### config.mk
export PLATFORM = sky130hd
export DESIGN_NAME = mealy_seq_detect
export DESIGN_NICKNAME = d
export VERILOG_FILES = /design/src/rtl/mealy_seq_detect_pkg.sv /design/src/rtl/mealy_seq_detect_sat_counter.sv /design/src/rtl/mealy_seq_detect.sv
export SDC_FILE = /design/constraint.sdc
export NUM_CORES = 1
export LEC_CHECK = 0
export ABC_AREA = 1
export BUFFER_PORTS_ARGS = -buffer_cell sky130_fd_sc_hd__buf_2
export CAP_MARGIN = 5
export CORE_UTILIZATION = 44
export CTS_BUF_LIST = sky130_fd_sc_hd__clkbuf_4
export CTS_CLUSTER_SIZE = 12
export DETAILED_ROUTE_END_ITERATION = 12
export PLACE_DENSITY = 0.66
export SLEW_MARGIN = 40
export SYNTH_ARGS = -nofsm -noshare
export SYNTH_HDL_FRONTEND = slang
export SYNTH_SLANG_ARGS = --single-unit
export TNS_END_PERCENT = 20
### constraint.sdc
create_clock -name clk -period 2 [get_ports clk]
set_clock_uncertainty 0.2 [all_clocks]
set_input_delay 0.4 -clock clk [delete_from_list [all_inputs] [get_ports clk]]
set_output_delay 0.4 -clock clk [all_outputs]
set_load 0.02 [all_outputs]
### src/rtl/mealy_seq_detect_pkg.sv
// Shared defaults and fill-state encoding for the Mealy serial-pattern detector.
package mealy_seq_detect_pkg;

    localparam int DEF_PAT_LEN = 4;
    localparam int DEF_CNT_W   = 8;
    localparam logic [DEF_PAT_LEN-1:0] DEF_RST_PAT = 4'b1011;

    // FILL while fewer than PAT_LEN-1 history bits are held, ARMED once full.
    typedef enum logic {
        FILL  = 1'b0,
        ARMED = 1'b1
    } fill_state_e;

    // Width of a counter that must hold 0..pat_len-1.
    function automatic int fill_w(input int pat_len);
        return (pat_len <= 2) ? 1 : $clog2(pat_len);
    endfunction

endpackage

### src/rtl/mealy_seq_detect_sat_counter.sv
// Saturating up-counter; a clear coinciding with an increment yields one.
module sat_counter #(
    parameter int W = 8
) (
    input  logic         clk,
    input  logic         rst,
    input  logic         clr,
    input  logic         inc,
    output logic [W-1:0] q
);

    logic [W-1:0] q_reg;
    logic [W-1:0] q_next;

    always_comb begin
        q_next = q_reg;
        if (clr) begin
            q_next = inc ? W'(1) : '0;
        end else if (inc && (q_reg != '1)) begin
            q_next = q_reg + W'(1);
        end
    end

    always_ff @(posedge clk) begin
        if (rst) begin
            q_reg <= '0;
        end else begin
            q_reg <= q_next;
        end
    end

    assign q = q_reg;

endmodule

### src/rtl/mealy_seq_detect.sv
// Programmable Mealy serial-pattern detector with qualifier, overlap control and
// saturating match counter; det reacts in the same cycle as the final bit.
module mealy_seq_detect
    import mealy_seq_detect_pkg::*;
#(
    parameter int                 PAT_LEN = DEF_PAT_LEN,
    parameter logic [PAT_LEN-1:0] RST_PAT = PAT_LEN'(DEF_RST_PAT),
    parameter int                 CNT_W   = DEF_CNT_W
) (
    input  logic               clk,
    input  logic               rst,
    input  logic               in_valid,
    input  logic               x,
    input  logic               overlap,
    input  logic               pat_load,
    input  logic [PAT_LEN-1:0] pat_in,
    input  logic               cnt_clr,
    output logic               det,
    output logic [CNT_W-1:0]   det_count,
    output logic               armed
);

    localparam int HW = PAT_LEN - 1;
    localparam int FW = fill_w(PAT_LEN);
    localparam logic [FW-1:0] FILL_MAX = FW'(PAT_LEN - 1);

    logic [PAT_LEN-1:0] pattern_reg, pattern_next;
    logic [HW-1:0]      hist_reg, hist_next;
    logic [FW-1:0]      fill_reg, fill_next;
    fill_state_e        state_reg, state_next;

    logic [HW-1:0] hist_shift;
    logic          match;

    // Dropping the top bit of {hist, x} is the one-bit shift with x entering at bit 0.
    assign hist_shift = HW'({hist_reg, x});
    assign match      = ({hist_reg, x} == pattern_reg);

    always_comb begin
        pattern_next = pattern_reg;
        hist_next    = hist_reg;
        fill_next    = fill_reg;
        det          = 1'b0;

        if (pat_load) begin
            pattern_next = pat_in;
            hist_next    = '0;
            fill_next    = '0;
        end else if (in_valid) begin
            det = (state_reg == ARMED) && match && !rst;
            if (det && !overlap) begin
                hist_next = '0;
                fill_next = '0;
            end else begin
                hist_next = hist_shift;
                if (fill_reg != FILL_MAX) begin
                    fill_next = fill_reg + FW'(1);
                end
            end
        end

        state_next = (fill_next == FILL_MAX) ? ARMED : FILL;
    end

    always_ff @(posedge clk) begin
        if (rst) begin
            pattern_reg <= RST_PAT;
            hist_reg    <= '0;
            fill_reg    <= '0;
            state_reg   <= FILL;
        end else begin
            pattern_reg <= pattern_next;
            hist_reg    <= hist_next;
            fill_reg    <= fill_next;
            state_reg   <= state_next;
        end
    end

    assign armed = (state_reg == ARMED);

    sat_counter #(
        .W(CNT_W)
    ) u_count (
        .clk (clk),
        .rst (rst),
        .clr (cnt_clr),
        .inc (det),
        .q   (det_count)
    );

endmodule
==> key figures, run 1 <==
Global routing
  • Number of global-route vias before repair: 836
  • Largest net degree at the start of global routing: 11
  • Initial antenna violation count: 0
  • Gr usage total: 0.1776
  • Overflow after GRT: 0
  • First-pass GRT wire length: 3360 µm

Clocking
  • Clk_lat worst skew: 290 ps
  • Cts bufs inserted: 3
  • TritonCTS clock tree: built
  • H-tree depth: 1
  • Clk slew on worst S/H paths: 100 ps
  • Clock Tree Root: clkbuf_4
  • Total clock sinks: 18
  • Max Buffers Root-to-Sink: 2

Timing
  • Max Fclk: 0.5091 GHz
  • Final setup viols: 0
  • Tightest Pin Transition: 364.9 ps
  • Period minus WS final: 1964 ps
  • RSZ-0062 raised after global routing: yes
  • Final period util: 0.9821
  • Setup WS post-layout: 35.70 ps
  • Final Hold Vio Count: 0
  • Max-slew violation count: 0
  • Rel. slew slack: 0.7558

Power
  • Seq pwr share: 0.572
  • Pint: 0.4851 mW
  • Clock network power share: 0.275
  • Switching power: 0.1848 mW
  • Static Leak: 0.6071 nW
  • PwrDens: 561.2 nW/µm²
  • VDD IR max: 0.4545 mV
  • Comb power frac: 0.152
  • Switch share: 0.2758

Placed design
  • DP Cell Count: 194
  • Port bufs: 20
  • Gp weighted congestion: 0.8285
  • Pre-CTS WS: 184.8 ps
  • HPWL Detailed: 1571 µm
  • Post-DP Area: 1101 µm²

Finish
  • Finished layout cell area: 1194 µm²
  • Leading cell type in the layout, fill and taps excluded: nand2_1
  • Commonest cells after routing, fill and taps aside: nand2_1 (32), nor2_1 (26), buf_2 (19), inv_1 (15), dfxtp_1 (13)
  • Max reg flops: 8
  • Share of layout cells above drive strength 1: 0.3103
  • Nets: 187
  • Diode count: 0
  • Area delta synth->final: 22.94%
  • Layout Cells excl Fill: 201

Outcome
  • Status: completed

Floorplan
  • Io pins: 21
  • Die H: 48.98 µm
  • Initial Util: 0.4802
  • Die X: 48.98 µm
  • Row Count: 16
  • Die area: 2399 µm²
  • Core box area: 2022 µm²

Synthesis
  • Post-synthesis sequential area ratio: 0.3711
  • Distinct cells, synth: 20
  • Syn nets: 159
  • Post-synth top area cell: dfxtp_1
  • Synth warn: 0
  • Avg Inst Size Synth: 6.605 µm²
  • Synth top area cells: dfxtp_1 (37%), nand2_1 (15%), nor2_1 (10%)
  • Mapped Cells: 147
  • Netlist Area Pre-Place: 970.9 µm²
  • Yosys top cell area share: 0.3711
  • Post-synthesis register bit count: 18

Drt
  • Wirelength, routed: 2104 µm
  • Vias/cell: 4.955
  • Vias post-DR: 996
  • DRC viols: 0
  • Initial detailed-routing violation count: 18
  • DR pass1 iterations: 4
  • Wire per inst: 10.47 µm
  • Post-route antenna net violation count: 0

Worst setup path
  • Start point of the critical path: pattern_reg[0]$_SDFFE_PP1P_
  • R2r setup slk: 210 ps
  • R2R Path Start: u_count.q[0]$_SDFFE_PP0P_
  • Crit Path Max Fanout: 2
  • Worst R2R End: u_count.q[4]$_SDFFE_PP0P_
  • Crit. End Element: output port
  • CP Launch Type: flip-flop
  • Arr. time, crit path: 1360 ps
  • Worst R2R Path Depth: 9
  • CP Class: flip-flop to output port
  • WP data required: 1400 ps

Worst hold path
  • Hold endpoint: pattern_reg[0]$_SDFFE_PP1P_
  • Worst Hold Depth: 3
  • Hold Crit Start: pat_in[0]
  • Worst min path class: input port to flip-flop

Job
  • Max_cap viols: 0
metrics by stage:
stage          total power, mW  TNS (ps)  hold WS (ps)    util
2_1_floorplan           0.4499         0         250.0       -
3_3_place_gp            0.4781         0         264.2  0.5446
3_5_place_dp            0.4801         0         270.3  0.5446
4_1_cts                 0.6633         0         117.8  0.5576
5_1_grt                 0.7020    -42.14         147.2  0.5903
6_report                0.6699         0         123.0  0.5903
per-layer routing:
layer / share of wire / wire length (µm) / GRT usage
met1: 0.47 / 988 / 0.2207
met2: 0.49 / 1037 / 0.3171
met3: 0.026 / 55 / 0.01869
met4: 0.010 / 22 / 0.05882
met5: 0 / 0 / 0
cells by family after synthesis:
family                     count (synthesis)  synth area share
AOI/OAI and AO/OA                         19            0.1134
adders and majority gates                  1           0.01288
buffers and inverters                     25            0.1147
DFF                                       18            0.3711
and+or+nand+nor                           84            0.3879
worst max path at each step:
stage,endpoint,depth (start not counted)
2_1_floorplan,det,6
3_5_place_dp,det,8
4_1_cts,det,7
6_report,det,7
3_3_place_gp,det,8
5_1_grt,det,7
power by group through the flow:
stage / clock network (mW) / logic (mW) / registers, mW
final: 0.185 / 0.102 / 0.383
after global routing: 0.203 / 0.114 / 0.385
after CTS: 0.191 / 0.0908 / 0.382
after detailed placement: 0 / 0.0903 / 0.390
after global placement: 0 / 0.0889 / 0.389
after floorplan: 0 / 0.0560 / 0.394
cells in the mapped netlist:
| cell | instances |
|---|---|
| clkbuf_1 | 1 |
| nand3_1 | 11 |
| nand2_1 | 39 |
| buf_6 | 2 |
| o21ai_0 | 6 |
| a21oi_1 | 8 |
| nand3_2 | 1 |
| nor3_2 | 1 |
| dfxtp_1 | 18 |
| o21a_1 | 2 |
| inv_2 | 2 |
| nor2_1 | 26 |
| nand4_2 | 1 |
| inv_1 | 19 |
| inv_4 | 1 |
| o2111ai_1 | 2 |
| nand3b_1 | 3 |
| ha_1 | 1 |
| nor2_4 | 2 |
| a211oi_1 | 1 |
worst max-delay path, cell delays in order, from the launching register on:
cell and delay [ps]:
dfxtp_2 350, inv_2 40, nand2_2 60, nand3_2 90
nor2_4 130, nand2_2 70, nor3_4 200, buf_6 140
timing repair:
| item | CTS | global route |
|---|---|---|
| endpoints found under the setup margin | 0 | 1 |
| endpoints found under the hold margin | 0 | 0 |
| buffers inserted | 0 | 3 |
| resized for setup | 0 | 21 |
| hold buffers | 0 | 0 |
area by class of cell:
cell class / instances / area [µm²]
timing repair buffer: 26 / 151.4
inverter: 22 / 85.08
fill: 223 / 828.3
sequential: 18 / 369.1
tap: 27 / 33.78
clock buffer: 3 / 22.52
multi-input combinational: 104 / 528.0
clock inverter: 1 / 3.754
Note: power is estimated with default switching activity, not from simulation.
==> inputs of run 2 (changes only) <==
--- a/config.mk
+++ b/config.mk
@@ -12,7 +12,7 @@
 export CTS_BUF_LIST = sky130_fd_sc_hd__clkbuf_4
 export CTS_CLUSTER_SIZE = 12
 export DETAILED_ROUTE_END_ITERATION = 12
-export PLACE_DENSITY = 0.66
+export PLACE_DENSITY = 0.63
 export SLEW_MARGIN = 40
 export SYNTH_ARGS = -nofsm -noshare
 export SYNTH_HDL_FRONTEND = slang
==> key figures, run 2 (synthesized netlist as in run 1, its figures left out) <==
Finish
  • Finished layout cell area: 1205 µm² (was 1194 µm²)
  • Diode count: 0 (unchanged)
  • Leading cell type in the layout, fill and taps excluded: nand2_1 (unchanged)
  • Area delta synth->final: 24.10% (was 22.94%)
  • Fillcell total: 222 (was 223)
  • Max reg flops: 8 (unchanged)
  • Nets: 189 (was 187)
  • Share of layout cells above drive strength 1: 0.3125 (was 0.3103)
  • Layout Cells excl Fill: 203 (was 201)
  • Commonest cells after routing, fill and taps aside: nand2_1 (33), nor2_1 (26), buf_2 (19), inv_1 (16), dfxtp_1 (12) (was nand2_1 (32), nor2_1 (26), buf_2 (19), inv_1 (15), dfxtp_1 (13))

Worst setup path
  • CP peak stage delay: 370 ps (was 350 ps)
  • WP data required: 1400 ps (about the same)
  • Crit path cell chain: inv_2 -> nand2_2 -> nand2_2 -> nor2_4 -> nand2_2 -> nor3_4 -> buf_6 (was inv_2 -> nand2_2 -> nand3_2 -> nor2_4 -> nand2_2 -> nor3_4 -> buf_6)
  • Arr. time, crit path: 1350 ps (was 1360 ps)
  • Cell mode on critical path: nand2_2 (unchanged)
  • Crit-path slowest cell: dfxtp_2 (unchanged)
  • CP Class: flip-flop to output port (unchanged)
  • Crit. End Element: output port (unchanged)
  • CP Launch Type: flip-flop (unchanged)
  • Crit Path Max Fanout: 3 (was 2)

Clocking
  • Clock Tree Root: clkbuf_4 (unchanged)
  • Cts bufs inserted: 3 (unchanged)
  • Max Buffers Root-to-Sink: 2 (unchanged)
  • Clk slew on worst S/H paths: 110 ps (was 100 ps)
  • Total clock sinks: 18 (unchanged)
  • Clk_lat worst skew: 290 ps (about the same)
  • TritonCTS clock tree: built (unchanged)
  • H-tree depth: 1 (unchanged)
  • Hold-fix buffers, CTS: 0 (unchanged)

Timing
  • Setup WS post-layout: 49.46 ps (was 35.70 ps)
  • Max-slew violation count: 0 (unchanged)
  • Final setup viols: 0 (unchanged)
  • Rel. slew slack: 0.7699 (was 0.7558)
  • Final period util: 0.9753 (was 0.9821)
  • RSZ-0062 raised after global routing: yes (unchanged)
  • Max Fclk: 0.5127 GHz (was 0.5091 GHz)
  • Final Hold Vio Count: 0 (unchanged)
  • Tightest Pin Transition: 343.8 ps (was 364.9 ps)
  • Post-route setup TNS: 0 ps (unchanged)
  • Period minus WS final: 1951 ps (was 1964 ps)

Power
  • Comb power frac: 0.154 (was 0.152)
  • Switch share: 0.2745 (was 0.2758)
  • Clock network power share: 0.274 (was 0.275)
  • Switching power: 0.1843 mW (was 0.1848 mW)
  • VDD IR max: 0.3876 mV (was 0.4545 mV)
  • Seq pwr share: 0.572 (about the same)
  • Pint: 0.4872 mW (was 0.4851 mW)
  • Static Leak: 0.6179 nW (was 0.6071 nW)
  • PwrDens: 557.3 nW/µm² (was 561.2 nW/µm²)

Drt
  • Initial detailed-routing violation count: 11 (was 18)
  • Vias post-DR: 974 (was 996)
  • DRC viols: 0 (unchanged)
  • Vias/cell: 4.798 (was 4.955)
  • Wirelength, routed: 2104 µm (unchanged)
  • Wire per inst: 10.36 µm (was 10.47 µm)
  • Post-route antenna net violation count: 0 (unchanged)
  • DR pass1 iterations: 4 (unchanged)

Floorplan
  • Core box area: 2022 µm² (unchanged)
  • Die area: 2399 µm² (unchanged)
  • Row Count: 16 (unchanged)
  • Io pins: 21 (unchanged)
  • Die X: 48.98 µm (unchanged)
  • Initial Util: 0.4802 (unchanged)
  • Die H: 48.98 µm (unchanged)

Job
  • Max_cap viols: 0 (unchanged)

Global routing
  • Gr usage total: 0.1886 (was 0.1776)
  • Overflow after GRT: 0 (unchanged)
  • First-pass GRT wire length: 3512 µm (was 3360 µm)
  • Number of global-route vias before repair: 888 (was 836)
  • Initial antenna violation count: 0 (unchanged)
  • Largest net degree at the start of global routing: 11 (unchanged)

Placed design
  • Post-DP Area: 1101 µm² (unchanged)
  • HPWL Detailed: 1544 µm (was 1571 µm)
  • Port bufs: 20 (unchanged)
  • Gp weighted congestion: 0.8464 (was 0.8285)
  • DP Cell Count: 194 (unchanged)
  • Pre-CTS WS: 183.5 ps (was 184.8 ps)

Worst hold path
  • Worst min path class: input port to flip-flop (unchanged)

Outcome
  • Status: completed (unchanged)
==> run 2: power by group through the flow <==
stage,logic (mW),registers (mW),clock network (mW)
3_3_place_gp,0.0888,0.389,0
3_5_place_dp,0.0900,0.390,0
5_1_grt,0.115,0.387,0.214
6_report,0.104,0.384,0.184
2_1_floorplan,0.0560,0.394,0
4_1_cts,0.0909,0.381,0.193
==> run 2: critical path, delay by kind of cell, from the launching register on <==
kind	cells	cell delay, ps
DFF	1	370
and+or+nand+nor	5	500
buffers and inverters	2	190
==> run 2: routing by layer <==
metal  vias up  GRT usage  part of all wire
li1        521          -                 -
met1       440     0.2103              0.46
met2        11     0.3519              0.51
met3         2    0.03738             0.018
met4         0    0.06373            0.0067
met5         -          0                 0
==> run 2: path summary, 6_finish.rpt <==
check | startpoint | endpoint | slack, ps | cells after the start
worst max-delay path | hist_reg[0]$_SDFFE_PP0P_ | det | 50 | 7
worst min-delay path | pat_in[3] | pattern_reg[3]$_SDFFE_PP1P_ | 120 | 3
worst max register to register | u_count.q[0]$_SDFFE_PP0P_ | u_count.q[3]$_SDFFE_PP0P_ | 210 | 7
worst min register to register | hist_reg[2]$_SDFFE_PP0P_ | hist_reg[2]$_SDFFE_PP0P_ | 300 | 2
==> run 2: repair_timing <==
item                       CTS  global route
gates cloned                 0             0
setup buffers                0             5
pin swaps                    0             6
resized for setup            1            18
setup endpoints to repair    1             1
==> run 2: per-stage QoR <==
step / hold WS, ps / util / total power [mW]
after floorplan: 250.0 / - / 0.4499
after global placement: 265.4 / 0.5446 / 0.4781
after detailed placement: 272.1 / 0.5446 / 0.4795
after CTS: 120.9 / 0.5588 / 0.6649
after global routing: 119.6 / 0.5959 / 0.7153
final: 124.3 / 0.5959 / 0.6715
==> run 2: area by class of cell <==
class	count	area, µm²	area share
timing repair buffer	28	166.4	0.1381
inverter	22	85.08	0.07061
tap	27	33.78	0.02804
clock inverter	1	3.754	0.003115
clock buffer	3	22.52	0.01869
multi-input combinational	104	525.5	0.4361
sequential	18	367.9	0.3053
